===== config.mk =====
export PLATFORM = sky130hd
export DESIGN_NAME = load_store_unit_flat
export DESIGN_NICKNAME = d
export VERILOG_FILES = /design/src/rtl/lsu_pkg.sv /design/src/rtl/lsu_if.sv /design/src/rtl/lsu_lane_align.sv /design/src/rtl/load_store_unit.sv /design/src/flat_wrapper.sv
export SDC_FILE = /design/constraint.sdc
export NUM_CORES = 1
export LEC_CHECK = 0
export ABC_AREA = 1
export CAP_MARGIN = 25
export CORE_ASPECT_RATIO = 0.5
export CORE_MARGIN = 4
export CORE_UTILIZATION = 51
export DETAILED_ROUTE_END_ITERATION = 8
export MAX_ROUTING_LAYER = met4
export PLACE_DENSITY = 0.93
export SLEW_MARGIN = 25
export SYNTH_ARGS = -nofsm -noshare
export SYNTH_HDL_FRONTEND = slang
export SYNTH_HIERARCHICAL = 1
export SYNTH_SLANG_ARGS = --single-unit

===== constraint.sdc =====
create_clock -name clock -period 2.2 [get_ports clock]
set_input_delay 0.44 -clock clock [delete_from_list [all_inputs] [get_ports clock]]
set_output_delay 0.44 -clock clock [all_outputs]
set_load 0.02 [all_outputs]

===== src/rtl/lsu_pkg.sv =====
// Shared types and constants for the load/store unit: access-size encodings,
// FSM states and per-size byte-count / lane-mask helpers.
package lsu_pkg;

    typedef enum logic [1:0] {
        SIZE_B = 2'b00,
        SIZE_H = 2'b01,
        SIZE_W = 2'b10,
        SIZE_D = 2'b11
    } lsu_size_e;

    typedef enum logic [2:0] {
        IDLE,
        RD,
        MERGE,
        CAP,
        WR,
        RESP
    } lsu_state_e;

    // Bytes touched by each access size, indexed by the size encoding.
    localparam logic [3:0] SIZE_BYTES [4] = '{4'd1, 4'd2, 4'd4, 4'd8};

    // Low byte-offset bits that must be zero for a naturally aligned access.
    function automatic logic [2:0] align_mask(lsu_size_e size);
        return 3'(SIZE_BYTES[size] - 4'd1);
    endfunction

    function automatic logic [63:0] lane_mask(lsu_size_e size);
        case (size)
            SIZE_B:  return 64'h0000_0000_0000_00FF;
            SIZE_H:  return 64'h0000_0000_0000_FFFF;
            SIZE_W:  return 64'h0000_0000_FFFF_FFFF;
            default: return 64'hFFFF_FFFF_FFFF_FFFF;
        endcase
    endfunction

endpackage


===== src/rtl/lsu_if.sv =====
// Request/response bundle between the memory stage (master) and the
// load/store unit (slave).
interface lsu_if;

    logic        req_valid;
    logic        req_ready;
    logic        req_write;
    logic [1:0]  req_size;
    logic        req_signed;
    logic [63:0] req_addr;
    logic [63:0] req_wdata;
    logic        resp_valid;
    logic [63:0] resp_rdata;
    logic        misalign;

    modport master (
        output req_valid, req_write, req_size, req_signed, req_addr, req_wdata,
        input  req_ready, resp_valid, resp_rdata, misalign
    );

    modport slave (
        input  req_valid, req_write, req_size, req_signed, req_addr, req_wdata,
        output req_ready, resp_valid, resp_rdata, misalign
    );

endinterface


===== src/rtl/lsu_lane_align.sv =====
// Combinational byte-lane logic: extracts and extends load data from a RAM word,
// and merges sub-doubleword store data into a RAM word for read-modify-write.
module lsu_lane_align
    import lsu_pkg::*;
(
    input  logic [63:0] word_i,
    input  logic [2:0]  offset_i,
    input  lsu_size_e   size_i,
    input  logic        signed_i,
    input  logic [63:0] wdata_i,
    output logic [63:0] load_data_o,
    output logic [63:0] merged_o
);

    logic [5:0]  shamt;
    logic [63:0] lanes;
    logic [63:0] mask;
    logic        sign;

    assign shamt = {offset_i, 3'b000};
    assign lanes = word_i >> shamt;
    assign mask  = lane_mask(size_i);

    always_comb begin
        // NOTE: every output gets a default first so no path leaves it unassigned (no latch).
        load_data_o = lanes;
        sign        = 1'b0;
        case (size_i)
            SIZE_B: begin
                sign        = signed_i & lanes[7];
                load_data_o = {{56{sign}}, lanes[7:0]};
            end
            SIZE_H: begin
                sign        = signed_i & lanes[15];
                load_data_o = {{48{sign}}, lanes[15:0]};
            end
            SIZE_W: begin
                sign        = signed_i & lanes[31];
                load_data_o = {{32{sign}}, lanes[31:0]};
            end
            default: load_data_o = lanes;
        endcase
    end

    // Offsets reaching here are always size-aligned, so the shifted lanes never straddle the word.
    assign merged_o = (word_i & ~(mask << shamt)) | ((wdata_i & mask) << shamt);

endmodule


===== src/rtl/load_store_unit.sv =====
// Load/store sequencer to a 64-bit word RAM with read-modify-write sub-word stores.
// Optional macro LSU_MISALIGN_TRAP_EN: fault misaligned requests instead of forcing alignment.
module load_store_unit
    import lsu_pkg::*;
#(
    parameter int ADDR_W = 13
) (
    input  logic              clock,
    input  logic              reset_n,
    lsu_if.slave              bus,
    output logic [63:0]       ram_in,
    output logic [ADDR_W-1:0] ram_address,
    output logic              ram_write,
    input  logic [63:0]       ram_out
);

    lsu_state_e        state_q, state_d;
    logic              write_q, write_d;
    lsu_size_e         size_q, size_d;
    logic              signed_q, signed_d;
    logic [2:0]        offset_q, offset_d;
    logic [63:0]       wdata_q, wdata_d;
    logic [ADDR_W-1:0] ram_address_q, ram_address_d;
    logic [63:0]       ram_in_q, ram_in_d;
    logic              ram_write_q, ram_write_d;
    logic              resp_valid_q, resp_valid_d;
    logic [63:0]       resp_rdata_q, resp_rdata_d;

    lsu_size_e   req_size;
    logic [2:0]  req_offset;
    logic        req_fault;
    logic [63:0] load_data;
    logic [63:0] merged;
    logic        unused_addr_hi;

    assign req_size       = lsu_size_e'(bus.req_size);
    assign req_offset     = bus.req_addr[2:0] & ~align_mask(req_size);
    assign unused_addr_hi = ^bus.req_addr[63:ADDR_W+3];

`ifdef LSU_MISALIGN_TRAP_EN
    logic misalign_q, misalign_d;

    assign req_fault    = (bus.req_addr[2:0] & align_mask(req_size)) != 3'b000;
    assign bus.misalign = misalign_q;
`else
    assign req_fault    = 1'b0;
    assign bus.misalign = 1'b0;
`endif

    lsu_lane_align u_lane_align (
        .word_i      (ram_out),
        .offset_i    (offset_q),
        .size_i      (size_q),
        .signed_i    (signed_q),
        .wdata_i     (wdata_q),
        .load_data_o (load_data),
        .merged_o    (merged)
    );

    always_comb begin
        state_d       = state_q;
        write_d       = write_q;
        size_d        = size_q;
        signed_d      = signed_q;
        offset_d      = offset_q;
        wdata_d       = wdata_q;
        ram_address_d = ram_address_q;
        ram_in_d      = ram_in_q;
        resp_rdata_d  = resp_rdata_q;
`ifdef LSU_MISALIGN_TRAP_EN
        misalign_d    = misalign_q;
`endif

        case (state_q)
            IDLE: begin
                if (bus.req_valid) begin
                    write_d       = bus.req_write;
                    size_d        = req_size;
                    signed_d      = bus.req_signed;
                    offset_d      = req_offset;
                    wdata_d       = bus.req_wdata;
                    ram_address_d = bus.req_addr[ADDR_W+2:3];
                    resp_rdata_d  = '0;
`ifdef LSU_MISALIGN_TRAP_EN
                    misalign_d    = req_fault;
`endif
                    if (req_fault) begin
                        state_d = RESP;
                    end else if (bus.req_write && req_size == SIZE_D) begin
                        // Whole-word stores skip the read: the store data is the RAM word.
                        ram_in_d = bus.req_wdata;
                        state_d  = WR;
                    end else begin
                        state_d = RD;
                    end
                end
            end
            RD:      state_d = write_q ? MERGE : CAP;
            CAP: begin
                resp_rdata_d = load_data;
                state_d      = RESP;
            end
            MERGE: begin
                ram_in_d = merged;
                state_d  = WR;
            end
            WR:      state_d = RESP;
            RESP:    state_d = IDLE;
            default: state_d = IDLE;
        endcase

        // Strobes are registered copies of the next state, so they align with it cycle-for-cycle.
        ram_write_d  = (state_d == WR);
        resp_valid_d = (state_d == RESP);
    end

    always_ff @(posedge clock or negedge reset_n) begin
        if (!reset_n) begin
            state_q       <= IDLE;
            write_q       <= 1'b0;
            size_q        <= SIZE_B;
            signed_q      <= 1'b0;
            offset_q      <= 3'b000;
            wdata_q       <= '0;
            ram_address_q <= '0;
            ram_in_q      <= '0;
            ram_write_q   <= 1'b0;
            resp_valid_q  <= 1'b0;
            resp_rdata_q  <= '0;
        end else begin
            // NOTE: non-blocking assignments so every register samples pre-edge values.
            state_q       <= state_d;
            write_q       <= write_d;
            size_q        <= size_d;
            signed_q      <= signed_d;
            offset_q      <= offset_d;
            wdata_q       <= wdata_d;
            ram_address_q <= ram_address_d;
            ram_in_q      <= ram_in_d;
            ram_write_q   <= ram_write_d;
            resp_valid_q  <= resp_valid_d;
            resp_rdata_q  <= resp_rdata_d;
        end
    end

`ifdef LSU_MISALIGN_TRAP_EN
    always_ff @(posedge clock or negedge reset_n) begin
        if (!reset_n) misalign_q <= 1'b0;
        else          misalign_q <= misalign_d;
    end
`endif

    assign bus.req_ready  = (state_q == IDLE);
    assign bus.resp_valid = resp_valid_q;
    assign bus.resp_rdata = resp_rdata_q;
    assign ram_in         = ram_in_q;
    assign ram_address    = ram_address_q;
    assign ram_write      = ram_write_q;

endmodule


===== src/flat_wrapper.sv =====
// flat-port wrapper written by rule: the top's interface ports become plain ports
module load_store_unit_flat import lsu_pkg::*;
#(
    parameter int ADDR_W = 13
)
  (clock, reset_n, ram_in, ram_address, ram_write, ram_out, bus_req_valid, bus_req_write, bus_req_size, bus_req_signed, bus_req_addr, bus_req_wdata, bus_req_ready, bus_resp_valid, bus_resp_rdata, bus_misalign);
  lsu_if bus_i ();
  input  logic clock;
  input  logic reset_n;
  output logic [63:0] ram_in;
  output logic [ADDR_W-1:0] ram_address;
  output logic ram_write;
  input  logic [63:0] ram_out;
  input wire logic [$bits(bus_i.req_valid)-1:0] bus_req_valid;
  input wire logic [$bits(bus_i.req_write)-1:0] bus_req_write;
  input wire logic [$bits(bus_i.req_size)-1:0] bus_req_size;
  input wire logic [$bits(bus_i.req_signed)-1:0] bus_req_signed;
  input wire logic [$bits(bus_i.req_addr)-1:0] bus_req_addr;
  input wire logic [$bits(bus_i.req_wdata)-1:0] bus_req_wdata;
  output wire logic [$bits(bus_i.req_ready)-1:0] bus_req_ready;
  output wire logic [$bits(bus_i.resp_valid)-1:0] bus_resp_valid;
  output wire logic [$bits(bus_i.resp_rdata)-1:0] bus_resp_rdata;
  output wire logic [$bits(bus_i.misalign)-1:0] bus_misalign;
  assign bus_i.req_valid = bus_req_valid;
  assign bus_i.req_write = bus_req_write;
  assign bus_i.req_size = bus_req_size;
  assign bus_i.req_signed = bus_req_signed;
  assign bus_i.req_addr = bus_req_addr;
  assign bus_i.req_wdata = bus_req_wdata;
  assign bus_req_ready = bus_i.req_ready;
  assign bus_resp_valid = bus_i.resp_valid;
  assign bus_resp_rdata = bus_i.resp_rdata;
  assign bus_misalign = bus_i.misalign;
  load_store_unit #(.ADDR_W(ADDR_W)) u_core (.clock(clock), .reset_n(reset_n), .bus(bus_i), .ram_in(ram_in), .ram_address(ram_address), .ram_write(ram_write), .ram_out(ram_out));
endmodule

# Yosys cells after proc, flatten, opt, wreduce, memory -nomap -nowiden
# Cells that the tools add are included.
# W data, S select, Z words.
[op_classes]
shifts = 3
muxes = 14
addsub = 1
n_reduce_logical = 9
bitwise_logic = 10
n_lt_le_gt_ge = 1
eq_ne = 11
[ops]
columns = ["operator", "n"]
rows = [
  ["$pmux W64 S3", 2],
  ["$pmux W64 S2", 2],
  ["$mux W64", 3],
  ["$and A64 B64 Y64", 2],
  ["$shl A64 B6 Y64", 2],
  ["$not A64 Y64", 1],
  ["$or A64 B64 Y64", 1],
  ["$shr A64 B6 Y64", 1],
  ["$mux W3", 4],
  ["$pmux W3 S4", 1],
  ["$eq A3 B3 Y1 const B", 3],
  ["$bmux W4 S2", 1],
  ["$eq A3 B2 Y1 const B", 2],
  ["$eq A2 B2 Y1 const B", 2],
  ["$reduce_and A2 Y1", 2],
  ["$reduce_bool A2 Y1", 2],
  ["$and A1 B1 Y1", 3],
  ["$and A3 B3 Y3", 1],
  ["$eq A3 B1 Y1 const B", 1],
  ["$ge A3 B3 Y1 const B", 1],
  ["$logic_not A3 Y1", 1],
  ["$not A2 Y3", 1],
  ["$not A3 Y3", 1],
  ["$reduce_and A3 Y1", 1],
  ["other kinds (8)", 8],
]
[totals]
wordCells = 60
regBits = 217
in_bits = 199

# Logic depth before layout (Yosys ltp)
[logic_depth]
depth_word = 7
ltp_mapped = 14
ltp_nobuf = 12

# By module
# The synthesis kept the hierarchy.
[modules_own_cells]
columns = ["module", "seq_area_each_um2", "n_inst", "area_each_um2", "cells_each"]
rows = [
  ["load_store_unit", 5430.2, 1, 9465.3, 1158],
  ["lsu_lane_align", 0.0, 1, 4528.1, 995],
]

# Least setup slack after synthesis
# OpenSTA, ideal clock, no wires.
[synth_timing]
path_type = "register -> register"
from = "register u_core.offset_q[0]"
to = "register u_core.ram_in_q[56] (netlist: u_core/ram_in[56])"
synth_period_minus_slack_ns = 1.732
required_ns = 2.083
arrival_ns = 1.615
stages_incl_launch_ff = 13
path_slack_ns = 0.468
cell_sequence = "dfrtp_1 -> buf_6 -> inv_4 -> buf_4 -> buf_2 -> o21ai_0 -> or2_2 -> nand3_1 -> nand2_1 -> nand4_1 -> nand2_1 -> nand2_1 -> nand2_1"
[synth_via]
elab_chain_len = 5
elab_cells_between_ends = 6
[synth_rtl]
columns = ["element", "line_no", "source"]
rows = [
  ["start, declared", "load_store_unit.sv:21", "logic [2:0] offset_q, offset_d;"],
  ["start signal, assigned", "load_store_unit.sv:136", "offset_q <= offset_d;"],
  ["$shl A64 B6 Y64", "lsu_lane_align.sv:46", "assign merged_o = (word_i & ~(mask << shamt)) | ((wdata_i & mask) << shamt);"],
  ["$not A64 Y64", "lsu_lane_align.sv:46", ""],
  ["$and A64 B64 Y64", "lsu_lane_align.sv:46", ""],
  ["$or A64 B64 Y64 *", "lsu_lane_align.sv:46", ""],
  ["via u_core.merged[56]", "load_store_unit.sv:33", "logic [63:0] merged;"],
  ["$pmux W64 S2 *", "load_store_unit.sv:74", "case (state_q)"],
  ["end signal, assigned", "load_store_unit.sv:139", "ram_in_q <= ram_in_d;"],
  ["end, declared", "load_store_unit.sv:24", "logic [63:0] ram_in_q, ram_in_d;"],
]
# Mark *: on every way through the listed nets, which the timed path passes. The rest lies on a longest branch.
# A chain may end at the register's enable or synchronous reset.

# Worst setup path in the final report
[layout_timing]
from = "register u_core.offset_q[1]"
to = "register u_core.ram_in_q[34] (netlist: u_core/ram_in[34])"
# The elaborated chain is that of the path after synthesis.

==> summary by stage <==
Timing
The number of setup violations in the final report is 0. The final-report hold violation count is 0. The normalized max-slew margin is 0.499. At the pin with the least slew margin, the transition time is 752 ps.

Based on the critical path, the design can be clocked at up to between 0.4 and 0.5 GHz. Setup repair after global routing could not meet its margin everywhere. The post-route fraction of the period consumed by the critical path is 0.999. The setup clock skew after layout is 18.4 ps. The number of max-slew violations in the final report is 0. The clock period minus worst slack is around 2200 ps. The worst hold slack is roughly 440 ps.

Global route
The initial antenna violation count is 4. The global-route met1 utilization is 0.574. The via count of the first global-routing pass is 15.5k. met2 is the most crowded layer. The wire length of the first global-routing pass is 94.1 mm. The remaining global-route overflow is 0. In the global route stage, met3 resource usage came out at 0.0770.

For this run, the total global-route usage over all layers was measured as 0.409. For met2 alone, demand over resource in global routing was 0.621. Entering global routing, the biggest net connects 73 pins.

Power
VDD sags by at most between 1000 and 1500 uV. For this design the static power due to leakage is between 9 and 10 nW. The power consumption is between 0.02 and 0.03 W.

The power density relative to cell area is 1580 nW/um2.

Synthesis
The number of nets in the synthesized netlist is about 2.4k. Yosys mapped the design onto 33 distinct sky130hd cell types. The most common flop cell mapped by yosys is sky130_fd_sc_hd__dfrtp_1. The proportion of synthesized chip area in sequential cells is 0.388. In the synthesized netlist the async set-or-reset flop fraction comes to 1.00. In this run, synthesis produced a sequential element count of roughly 220. Yosys mapped a number of flops with a built-in enable equal to 0. Dividing the synthesized area by the synthesized cell count gives ~6.5 um2.

The total of warnings raised by yosys is 6. Counting every instance in the synthesized netlist gives 2153. The synthesized netlist occupies a cell area of 14000 um2.

Job
The total of max-cap violations is 0.

Drt
The number of design rule violations left after detail routing is 0. Using the TritonRoute via totals, the vias-per-cell ratio works out to approximately 6. The count of nets left with antenna violations after detail routing is 0. The routed layout has approximately 17k vias. For this run, the detailed router's first-pass iteration total came to 6.

The first routing iteration left roughly 2.6k violations. The final routed wirelength across all metal layers is between 60 and 70 mm. The routed wirelength normalized by instance count is 22.4 um.

Clock tree
The clock drives about 220 sinks. Clock tree synthesis selected as its root buffer the cell sky130_fd_sc_hd__clkbuf_16. The clock latency on the worst-skew pair is between 500 and 600 ps. TritonCTS created 20 clock buffers. The maximum root-to-sink buffer count is 3. The clock-pin slew on the worst setup and hold paths is roughly 70 ps. The number of levels in the clock H-tree is 1. TritonCTS built the clock tree.

Die
The height of the die is around 130 um. From left edge to right edge, the die measures ~240 um. The floorplan row count is 42. The placeable core area is between 20000 and 30000 um2. The die footprint is roughly 30000 um2. The starting density of the core is 0.524. The count of boundary I/O pins is around 340.

Worst setup path
The worst setup path is captured at a flop. The launching element type of the critical path is a flop. The setup slack on the worst flop-to-flop path is between 3 and 4 ps. By startpoint and endpoint, the worst setup path is classified as reg -> reg. In this run the worst path has a maximum fanout of 8. In this run the critical register-to-register path is launched from u_core/offset_q[1]$_DFFE_PN0P_. The worst register-to-register path has a depth of 11.

The data arrival time of the critical path is about 2700 ps. The worst flop-to-flop path endpoint is u_core/ram_in[34]$_DFFE_PN0P_. The critical path required time is ~2700 ps.

Layout
In the layout the commonest cells are 1014 x sky130_fd_sc_hd__nand2_1, 292 x sky130_fd_sc_hd__clkdlybuf4s50_1, 284 x sky130_fd_sc_hd__nand3_1, 213 x sky130_fd_sc_hd__dfrtp_1, 126 x sky130_fd_sc_hd__o21ai_0. In the final design database the tool counted between 2k and 3k nets. Compared with the post-synthesis result, the final layout area differs by 32.0%.

Of the cells placed in the final design, the portion with a size suffix greater than 1 is 0.0828. The leading cell type in the layout, fill and taps excluded is sky130_fd_sc_hd__nand2_1.

Place
Summed over all nets, the half-perimeter wirelength after detailed placement is roughly 48 mm. Input and output buffers added on the ports amount to around 300. Routability-driven placement finished with a final weighted congestion of ~1.1.

Hold path
The critical hold path startpoint is bus_req_addr[10]. The min-delay analysis places its worst path in the category in -> reg. The worst-case hold path end point is u_core/ram_address[7]$_DFFE_PN0P_. The worst hold path passes through 3 cells.

Outcome
The flow ran to the end, and the final reports show no timing, DRC or antenna violations.
[Yosys cell counts, types with 2 or more instances]
library cell / count / area (um2)
sky130_fd_sc_hd__nand2_1: 1016 / 3810
sky130_fd_sc_hd__nor2_1: 57 / 214
sky130_fd_sc_hd__o21ai_0: 126 / 631
sky130_fd_sc_hd__inv_1: 57 / 214
sky130_fd_sc_hd__nand3_1: 286 / 1430
sky130_fd_sc_hd__o21bai_1: 8 / 60.1
sky130_fd_sc_hd__nand3_2: 3 / 30.0
sky130_fd_sc_hd__dfrtp_1: 217 / 5430
sky130_fd_sc_hd__nor3_1: 11 / 55.1
sky130_fd_sc_hd__buf_6: 2 / 22.5
sky130_fd_sc_hd__clkbuf_1: 39 / 146
sky130_fd_sc_hd__o21ai_1: 11 / 55.1
sky130_fd_sc_hd__nand2_2: 3 / 18.8
sky130_fd_sc_hd__buf_2: 91 / 455
sky130_fd_sc_hd__buf_1: 11 / 41.3
sky130_fd_sc_hd__or2_2: 10 / 62.6
sky130_fd_sc_hd__nor2_2: 6 / 37.5
sky130_fd_sc_hd__buf_4: 24 / 180
sky130_fd_sc_hd__or2_1: 2 / 12.5
sky130_fd_sc_hd__a31oi_1: 7 / 43.8
sky130_fd_sc_hd__inv_2: 8 / 30.0
sky130_fd_sc_hd__nor2_4: 4 / 45.0
sky130_fd_sc_hd__inv_4: 2 / 12.5
sky130_fd_sc_hd__a21oi_1: 27 / 135
sky130_fd_sc_hd__nand4_1: 99 / 619
sky130_fd_sc_hd__o211ai_1: 17 / 128
sky130_fd_sc_hd__nor3b_1: 3 / 22.5
[cells by family after synthesis]
| logic type | share of synthesized area |
|---|---|
| buffers and inverters | 0.0788 |
| other | 0.000268 |
| flip-flops | 0.388 |
| AND/OR/NAND/NOR | 0.456 |
| AO/OA/AOI/OAI | 0.0770 |
[repair_timing]
item,4_1_cts,5_1_grt
pin swaps,0,1
setup buffers,0,0
hold endpoints to repair,51,0
hold buffers,1,0
endpoints found under the setup margin,3,83
resized for setup,2,13
[layout make-up]
class | instances | area (um2)
Clock buffer | 29 | 564
Fill cell | 2272 | 8230
Tap cell | 352 | 440
Inverter | 67 | 262
Clock inverter | 4 | 56.3
Multi-Input combinational cell | 1702 | 7510
Antenna cell | 4 | 10.0
Sequential cell | 217 | 5440
Timing Repair Buffer | 420 | 4190
[worst max-delay path, stage by stage (launching register included)]
cell                      delay (ps)
sky130_fd_sc_hd__dfrtp_2         490
sky130_fd_sc_hd__inv_2           240
sky130_fd_sc_hd__nand2_1         160
sky130_fd_sc_hd__nand2_1          90
sky130_fd_sc_hd__nor2_1           50
sky130_fd_sc_hd__o21ai_2         170
sky130_fd_sc_hd__nand3_1         350
sky130_fd_sc_hd__nand3_1         260
sky130_fd_sc_hd__nand4_1         120
sky130_fd_sc_hd__nand2_1         100
sky130_fd_sc_hd__nand2_1          50
sky130_fd_sc_hd__nand2_1          60
[how the worst max path moves through the flow]
| stage | start | slack [ps] | end | depth (start not counted) |
|---|---|---|---|---|
| floorplan | u_core/offset_q[0]$_DFFE_PN0P_ | 470 | u_core/ram_in[56]$_DFFE_PN0P_ | 12 |
| global placement | u_core/size_q[1]$_DFFE_PN0P_ | -10 | u_core/ram_in[14]$_DFFE_PN0P_ | 8 |
| detailed placement | ram_out[41] | -20 | u_core/bus.resp_rdata[41]$_DFFE_PN0P_ | 7 |
| CTS | u_core/state_q[0]$_DFF_PN0_ | 20 | bus_req_ready | 4 |
| global route | u_core/offset_q[0]$_DFFE_PN0P_ | -20 | u_core/ram_in[51]$_DFFE_PN0P_ | 11 |
| finish | u_core/offset_q[1]$_DFFE_PN0P_ | 3 | u_core/ram_in[34]$_DFFE_PN0P_ | 11 |
[state kept, by name, indices dropped and copies added, names as in the netlist]
signal and count:
u_core/ram_address 13, u_core/state_q 3, u_core/bus.resp_valid 1, u_core/wdata_q 64, u_core/bus.resp_rdata 64, u_core/offset_q 3, u_core/size_q 2, u_core/write_q 1
u_core/signed_q 1, u_core/ram_in 64, u_core/ram_write 1
[layer usage]
layer	share of wire	vias to the layer above
li1	-	7583
met3	0.11	132
met4	0.029	0
met2	0.45	1100
met1	0.41	8024
met5	0	-
[report_power, final]
part           total [W]  switching, W  internal, W
Clock            0.00351       0.00160      0.00190
Sequential       0.00717       0.00137      0.00579
Combinational     0.0185        0.0119      0.00658
Total             0.0291        0.0149       0.0143
[stage by stage]
step | setup slack (ps) | instance area, um2 | std cells | utilization | setup TNS (ps)
global placement | -13.3 | 17800 | 2757 | 0.666 | -13.3
floorplan | 468 | 14000 | 2153 | - | 0
detailed placement | -15.2 | 17800 | 2757 | 0.666 | -20.1
global route | -23.1 | 18500 | 2795 | 0.692 | -60.9
finish | 3.11 | 18500 | 2795 | 0.692 | 0
CTS | 16.7 | 18400 | 2791 | 0.690 | 0
Note: power is estimated with default switching activity, not from simulation.
